`config.mk`:
```
export PLATFORM = sky130hd
export DESIGN_NAME = bdos_console
export DESIGN_NICKNAME = d
export VERILOG_FILES = /design/src/rtl/bdos_console.sv
export SDC_FILE = /design/constraint.sdc
export NUM_CORES = 1
export LEC_CHECK = 0
export ABC_AREA = 0
export BUFFER_PORTS_ARGS = -buffer_cell sky130_fd_sc_hd__buf_2
export CORE_MARGIN = 2
export CORE_UTILIZATION = 35
export CTS_BUF_LIST = sky130_fd_sc_hd__clkbuf_4
export CTS_CLUSTER_DIAMETER = 30
export CTS_CLUSTER_SIZE = 30
export DETAILED_ROUTE_END_ITERATION = 8
export PLACE_DENSITY = 0.59
export SYNTH_ARGS = -nofsm -noshare
export SYNTH_HDL_FRONTEND = slang
export SYNTH_SLANG_ARGS = --single-unit
export TNS_END_PERCENT = 30
```
`constraint.sdc`:
```
create_clock -name clk -period 2.15 [get_ports clk]
set_input_delay 0 -clock clk [delete_from_list [all_inputs] [get_ports clk]]
set_output_delay 0 -clock clk [all_outputs]
set_load 0.05 [all_outputs]
```
`src/rtl/bdos_console.sv`:
```
// BDOS console trap: services CP/M console calls (function 2 = write the
// character in E, function 9 = write the string at DE up to TERM) by watching
// opcode fetches at the BDOS entry address and stalling the CPU meanwhile.
module bdos_console #(
  parameter logic [15:0] TRAP_ADDR = 16'h0005,
  parameter logic [7:0]  TERM      = 8'h24,
  parameter int unsigned MAX_LEN   = 4096
) (
  input  logic        clk,
  input  logic        rst,
  input  logic        m1_valid,
  input  logic [15:0] pc,
  input  logic [7:0]  reg_c,
  input  logic [15:0] reg_de,
  output logic        mem_rd,
  output logic [15:0] mem_addr,
  input  logic [7:0]  mem_rdata,
  output logic [7:0]  tx_data,
  output logic        tx_valid,
  input  logic        tx_ready,
  output logic        cpu_hold,
  output logic        done,
  output logic        bad_call,
  output logic [7:0]  bad_fn,
  output logic        overflow
);

  // Counter is wide enough to hold MAX_LEN itself, the value that ends a string
  localparam int CW = $clog2(MAX_LEN + 1);
  localparam logic [CW-1:0] MAX_CNT = CW'(MAX_LEN);

  typedef enum logic [2:0] {
    S_IDLE,
    S_RD,
    S_WAIT,
    S_EMIT,
    S_DONE
  } state_t;

  state_t        r_state;
  state_t        w_next;
  logic [7:0]    r_fn;
  logic [15:0]   r_ptr;
  logic [CW-1:0] r_count;
  logic [7:0]    r_tx_data;
  logic          r_bad_call;
  logic [7:0]    r_bad_fn;
  logic          r_overflow;

  logic          w_trap;
  logic          w_req_char;
  logic          w_req_str;
  logic          w_is_str;
  logic          w_is_term;
  logic [CW-1:0] w_count_inc;
  logic          w_last;

  assign w_trap      = (r_state == S_IDLE) && m1_valid && (pc == TRAP_ADDR);
  assign w_req_char  = (reg_c == 8'h02);
  assign w_req_str   = (reg_c == 8'h09);
  assign w_is_str    = (r_fn == 8'h09);
  assign w_is_term   = (mem_rdata == TERM);
  assign w_count_inc = r_count + CW'(1);
  assign w_last      = (w_count_inc == MAX_CNT);

  assign mem_addr = r_ptr;
  assign tx_data  = r_tx_data;
  assign bad_call = r_bad_call;
  assign bad_fn   = r_bad_fn;
  assign overflow = r_overflow;

  // State register
  always_ff @(posedge clk or negedge rst) begin
    if (!rst) begin
      r_state <= S_IDLE;
    end else begin
      r_state <= w_next;
    end
  end

  // Next-state selection and per-state strobes; hold asserts in the trap cycle itself
  always_comb begin
    w_next   = r_state;
    mem_rd   = 1'b0;
    tx_valid = 1'b0;
    done     = 1'b0;
    cpu_hold = 1'b0;
    case (r_state)
      S_IDLE: begin
        cpu_hold = w_trap && (w_req_char || w_req_str);
        if (w_trap && w_req_char) begin
          w_next = S_EMIT;
        end else if (w_trap && w_req_str) begin
          w_next = S_RD;
        end
      end
      S_RD: begin
        cpu_hold = 1'b1;
        mem_rd   = 1'b1;
        w_next   = S_WAIT;
      end
      S_WAIT: begin
        cpu_hold = 1'b1;
        w_next   = w_is_term ? S_DONE : S_EMIT;
      end
      S_EMIT: begin
        cpu_hold = 1'b1;
        tx_valid = 1'b1;
        if (tx_ready) begin
          if (w_is_str && !w_last) begin
            w_next = S_RD;
          end else begin
            w_next = S_DONE;
          end
        end
      end
      S_DONE: begin
        cpu_hold = 1'b1;
        done     = 1'b1;
        w_next   = S_IDLE;
      end
      default: begin
        w_next = S_IDLE;
      end
    endcase
  end

  // Call context, output character, and the bad-call / overflow reporting
  always_ff @(posedge clk or negedge rst) begin
    if (!rst) begin
      r_fn       <= 8'h00;
      r_ptr      <= 16'h0000;
      r_count    <= '0;
      r_tx_data  <= 8'h00;
      r_bad_call <= 1'b0;
      r_bad_fn   <= 8'h00;
      r_overflow <= 1'b0;
    end else begin
      r_bad_call <= 1'b0;
      case (r_state)
        S_IDLE: begin
          if (w_trap) begin
            r_fn    <= reg_c;
            r_ptr   <= reg_de;
            r_count <= '0;
            if (w_req_char) begin
              r_tx_data <= reg_de[7:0];
            end
            if (!w_req_char && !w_req_str) begin
              r_bad_call <= 1'b1;
              r_bad_fn   <= reg_c;
            end
          end
        end
        S_WAIT: begin
          if (!w_is_term) begin
            r_tx_data <= mem_rdata;
          end
        end
        S_EMIT: begin
          if (tx_ready && w_is_str) begin
            r_ptr   <= r_ptr + 16'h0001;
            r_count <= w_count_inc;
            if (w_last) begin
              r_overflow <= 1'b1;
            end
          end
        end
        default: begin
        end
      endcase
    end
  end

endmodule
```
==> results summary <==
The core region area came out at 0.00933 sq mm. The power density over the cells is about 480 mW/mm^2. The final setup skew is roughly 14 ps. The clock tree synthesis step divided the H-tree into 3 levels. The pre-antenna-repair detailed-routing pass consisted of 4 iterations. The first global-routing pass estimated 15400 um of wire.

The die outline height came out at 103 um. The number of instances in the synthesized netlist came out at roughly 340. The critical path capture point type is a flip-flop.

The number of buffers and inverters on the critical path is 2. Traced cell by cell, the critical path runs through dlygate4sd3_1 -> buf_2 -> or4_4 -> nor3_4 -> nand2b_1 -> mux2_4. In the layout the commonest cells are sky130_fd_sc_hd__buf_2, sky130_fd_sc_hd__dfrtp_1, sky130_fd_sc_hd__o21ai_0.

The achievable frequency came out at about 500 MHz. The count of placed standard cells in the final layout, fillers left out came out at about 600. The internal power is roughly 1.5 mW. The number of hold violations in the final report came out at 0. Input and output buffers added on the ports amount to 89.

The shortest clock period the worst path allows after layout is around 2000 ps. The cell at the root of the clock tree is sky130_fd_sc_hd__clkbuf_4. The antenna cell count is 0. Summed over all layers, the global routing overflow is 0. In the synthesized netlist the dominant register cell turns out to be sky130_fd_sc_hd__dfrtp_1. Including well taps, the total number of placed cells is 553. The routability congestion estimate from global placement is between 0.7 and 0.8. The initial core utilization is a little over a third.

The register area share after synthesis is 42.7%. The slew at the pin with the worst max-slew slack is 663 ps. The number of nets still failing antenna checks after routing is 0. The final setup violation count is 0. After the last flow step, the layout net total stands at 525. Wires add up to between 9000 and 10000 um. The die is between 100 and 150 um wide. The core utilization of the finished layout is a little under half. Of the cells placed in the final design, the portion with a size suffix greater than 1 is 35.2%. The clock network accounts for between 30% and 40% of the total power. The run finished with clean final reports.

After legalization and detailed placement, the total HPWL measured about 6500 um. The post-route setup TNS is 0 ps. In this run the worst hold path is classified as in -> async. The worst relative slew slack came out at between 50 and 60%. The average footprint of a synthesized cell came out at 9.93 sq um.

The launching point of the worst reg2reg path is r_state[1]$_DFFE_PN0P_. The power spent charging and discharging nets came out at approximately 650 uW. The max-capacitance violation count came out at 0.

The worst setup path is launched from an input port. Global routing used 18.9% of the available tracks. The clock-pin slew on the worst setup and hold paths came out at 100 ps.

The synthesized netlist net count came out at between 300 and 400. The critical path starts at reg_c[4]. The post-synthesis instance area is 0.00340 sq mm. In this run the count of I/O pins placed on the die edge is 90. Among cell families on the critical path, the largest total delay comes from simple AND/OR/NAND/NOR gates. Among all stages on the critical path, the largest delay is contributed by sky130_fd_sc_hd__dlygate4sd3_1.

The via count of the first global-routing pass is between 3k and 4k. The largest net degree at the start of global routing is 33. In the final routed layout, each cell accounts on average for about 15 um. After the first detailed-routing iteration, the DRC count stood at approximately 100. The maximum fanout count along the critical path came out at 9.

The leading cell type in the layout, fill and taps excluded is sky130_fd_sc_hd__buf_2. The area added between synthesis and finish came out at 31.0%. After floorplanning, the core was divided into 35 placement rows. The combinational cell fraction of total power came out at between 15 and 20%.

The CTS buffer count came out at 9. The TritonCTS sink count is 58. For this run, asynchronously set or reset flops after synthesis account for 100%.

The flip-flop and latch count after synthesis came out at a little under 60. The final route contains 3155 vias. The post-synthesis cell type count is 63. The later-pin clock latency in the skew report is roughly 400 ps. The maximum number of buffers from clock root to sink came out at 2. TritonCTS built the clock tree. Of the available clock period, the critical path in the final layout requires slightly above 90%. The analysis attributes to cell leakage a power of around 2.1 nW. The number of enable-type register cells in the synthesized netlist came out at 0.

The required time reported for the critical path endpoint came out at 2440 ps. The critical path data arrival time came out at approximately 2300 ps. The count of pins over their slew limit is 0. Setup repair after global routing left no endpoint under its margin.

The per-cell via count in the routed design is between 5 and 6. The sequential share of power came out at between 50% and 60%. The minimum setup slack among reg-to-reg paths is ~190 ps. The initial antenna violation count is 0. The largest stage delay on the critical path came out at approximately 550 ps. The critical path class is in -> reg. The remaining routing DRC violations is 0. The floorplan step defined a die boundary enclosing approximately 0.011 sq mm. The switching fraction of total power came out at 30.6%. The worst-case IR drop observed on VDD is 0.320 mV.

The count of warnings emitted by yosys is 0.
## worst reg2reg max path: stages, from the launching register on
cell and delay (ps):
sky130_fd_sc_hd__dfrtp_1 480, sky130_fd_sc_hd__nor2_4 180, sky130_fd_sc_hd__nand4b_2 210, sky130_fd_sc_hd__nor2_4 180
sky130_fd_sc_hd__a32o_1 430, sky130_fd_sc_hd__mux2_1 380
## timing repair
item,CTS,global route
buffers inserted,0,1
resized for setup,1,3
hold endpoints to repair,68,0
hold buffers,34,0
pin swaps,0,1
endpoints found under the setup margin,1,10
## power by group through the flow
| stage | Clock [mW] | Sequential (mW) | Combinational (mW) |
|---|---|---|---|
| floorplan | 0 | 1.27 | 0.0432 |
| global placement | 0 | 1.16 | 0.285 |
| detailed placement | 0 | 1.16 | 0.290 |
| CTS | 0.687 | 1.14 | 0.338 |
| global route | 0.741 | 1.15 | 0.359 |
| finish | 0.648 | 1.14 | 0.336 |
## final cells by class
| cell class | instances | area [sq um] |
|---|---|---|
| clock inverter | 6 | 35.0 |
| fill | 868 | 4880 |
| tap | 129 | 161 |
| inverter | 6 | 23.8 |
| timing repair buffer | 139 | 925 |
| sequential | 58 | 1450 |
| clock buffer | 9 | 67.6 |
| multi-input combinational | 256 | 1790 |
## logic make-up after synthesis
group	share of synthesized area, %
XOR/XNOR	1.03
buffers and inverters	4.90
adder cells (fa/ha/maj)	1.11
AND/OR/NAND/NOR	21.6
AO/OA/AOI/OAI	18.9
flip-flops	42.7
multiplexers	9.73
## path summary, 6_finish.rpt
kind,cells after the start,to
min,2,bad_fn[6]$_DFFE_PN0P_
max,6,bad_fn[4]$_DFFE_PN0P_
min reg2reg,1,tx_data[6]$_DFFE_PN0P_
max in group asynchronous,3,r_count[2]$_DFFE_PN0P_
max reg2reg,5,tx_data[1]$_DFFE_PN0P_
min in group clk,5,mem_addr[7]$_DFFE_PN0P_
## synth_stat cells (4+ instances only)
cell	count	area [sq um]
sky130_fd_sc_hd__a31oi_1	6	37.5
sky130_fd_sc_hd__a32oi_1	4	35.0
sky130_fd_sc_hd__a31o_2	4	35.0
sky130_fd_sc_hd__buf_6	5	56.3
sky130_fd_sc_hd__nor4_2	4	50.1
sky130_fd_sc_hd__dfrtp_1	58	1450
sky130_fd_sc_hd__a22o_1	4	35.0
sky130_fd_sc_hd__buf_2	6	30.0
sky130_fd_sc_hd__mux2_2	16	180
sky130_fd_sc_hd__nor3_1	6	30.0
sky130_fd_sc_hd__nand2_1	32	120
sky130_fd_sc_hd__clkbuf_1	7	26.3
sky130_fd_sc_hd__o22ai_1	5	31.3
sky130_fd_sc_hd__mux2_1	8	90.1
sky130_fd_sc_hd__a21oi_1	21	105
sky130_fd_sc_hd__and3_1	8	50.1
sky130_fd_sc_hd__nor2_1	15	56.3
sky130_fd_sc_hd__nand3_1	14	70.1
sky130_fd_sc_hd__mux2_4	4	60.1
sky130_fd_sc_hd__o31ai_1	5	37.5
sky130_fd_sc_hd__buf_4	4	30.0
sky130_fd_sc_hd__o21ai_0	37	185
sky130_fd_sc_hd__inv_1	4	15.0
## through the flow
stage	total power, mW	hold slack [ps]	worst slack [ps]	cell area (sq um)
2_1_floorplan	1.32	-296	287	3400
3_3_place_gp	1.44	75.3	161	3990
3_5_place_dp	1.45	90.0	109	3990
4_1_cts	2.17	160	10.5	4430
5_1_grt	2.25	197	26.5	4450
6_report	2.12	159	164	4450
## sequential cells by signal (all words and copies together), names as in the netlist
signal	count
mem_addr	16
overflow	1
r_count	13
bad_call	1
bad_fn	8
tx_data	8
r_fn	8
r_state	3
## per-layer routing
metal  part of all wire [%]  vias up  track usage [%]
li1                       -     1546                -
met1                     44     1506             23.8
met2                     49       93             31.2
met3                    5.4       10             5.90
met4                    1.5        0             5.74
met5                      0        -                0
Note: power is estimated with default switching activity, not from simulation.
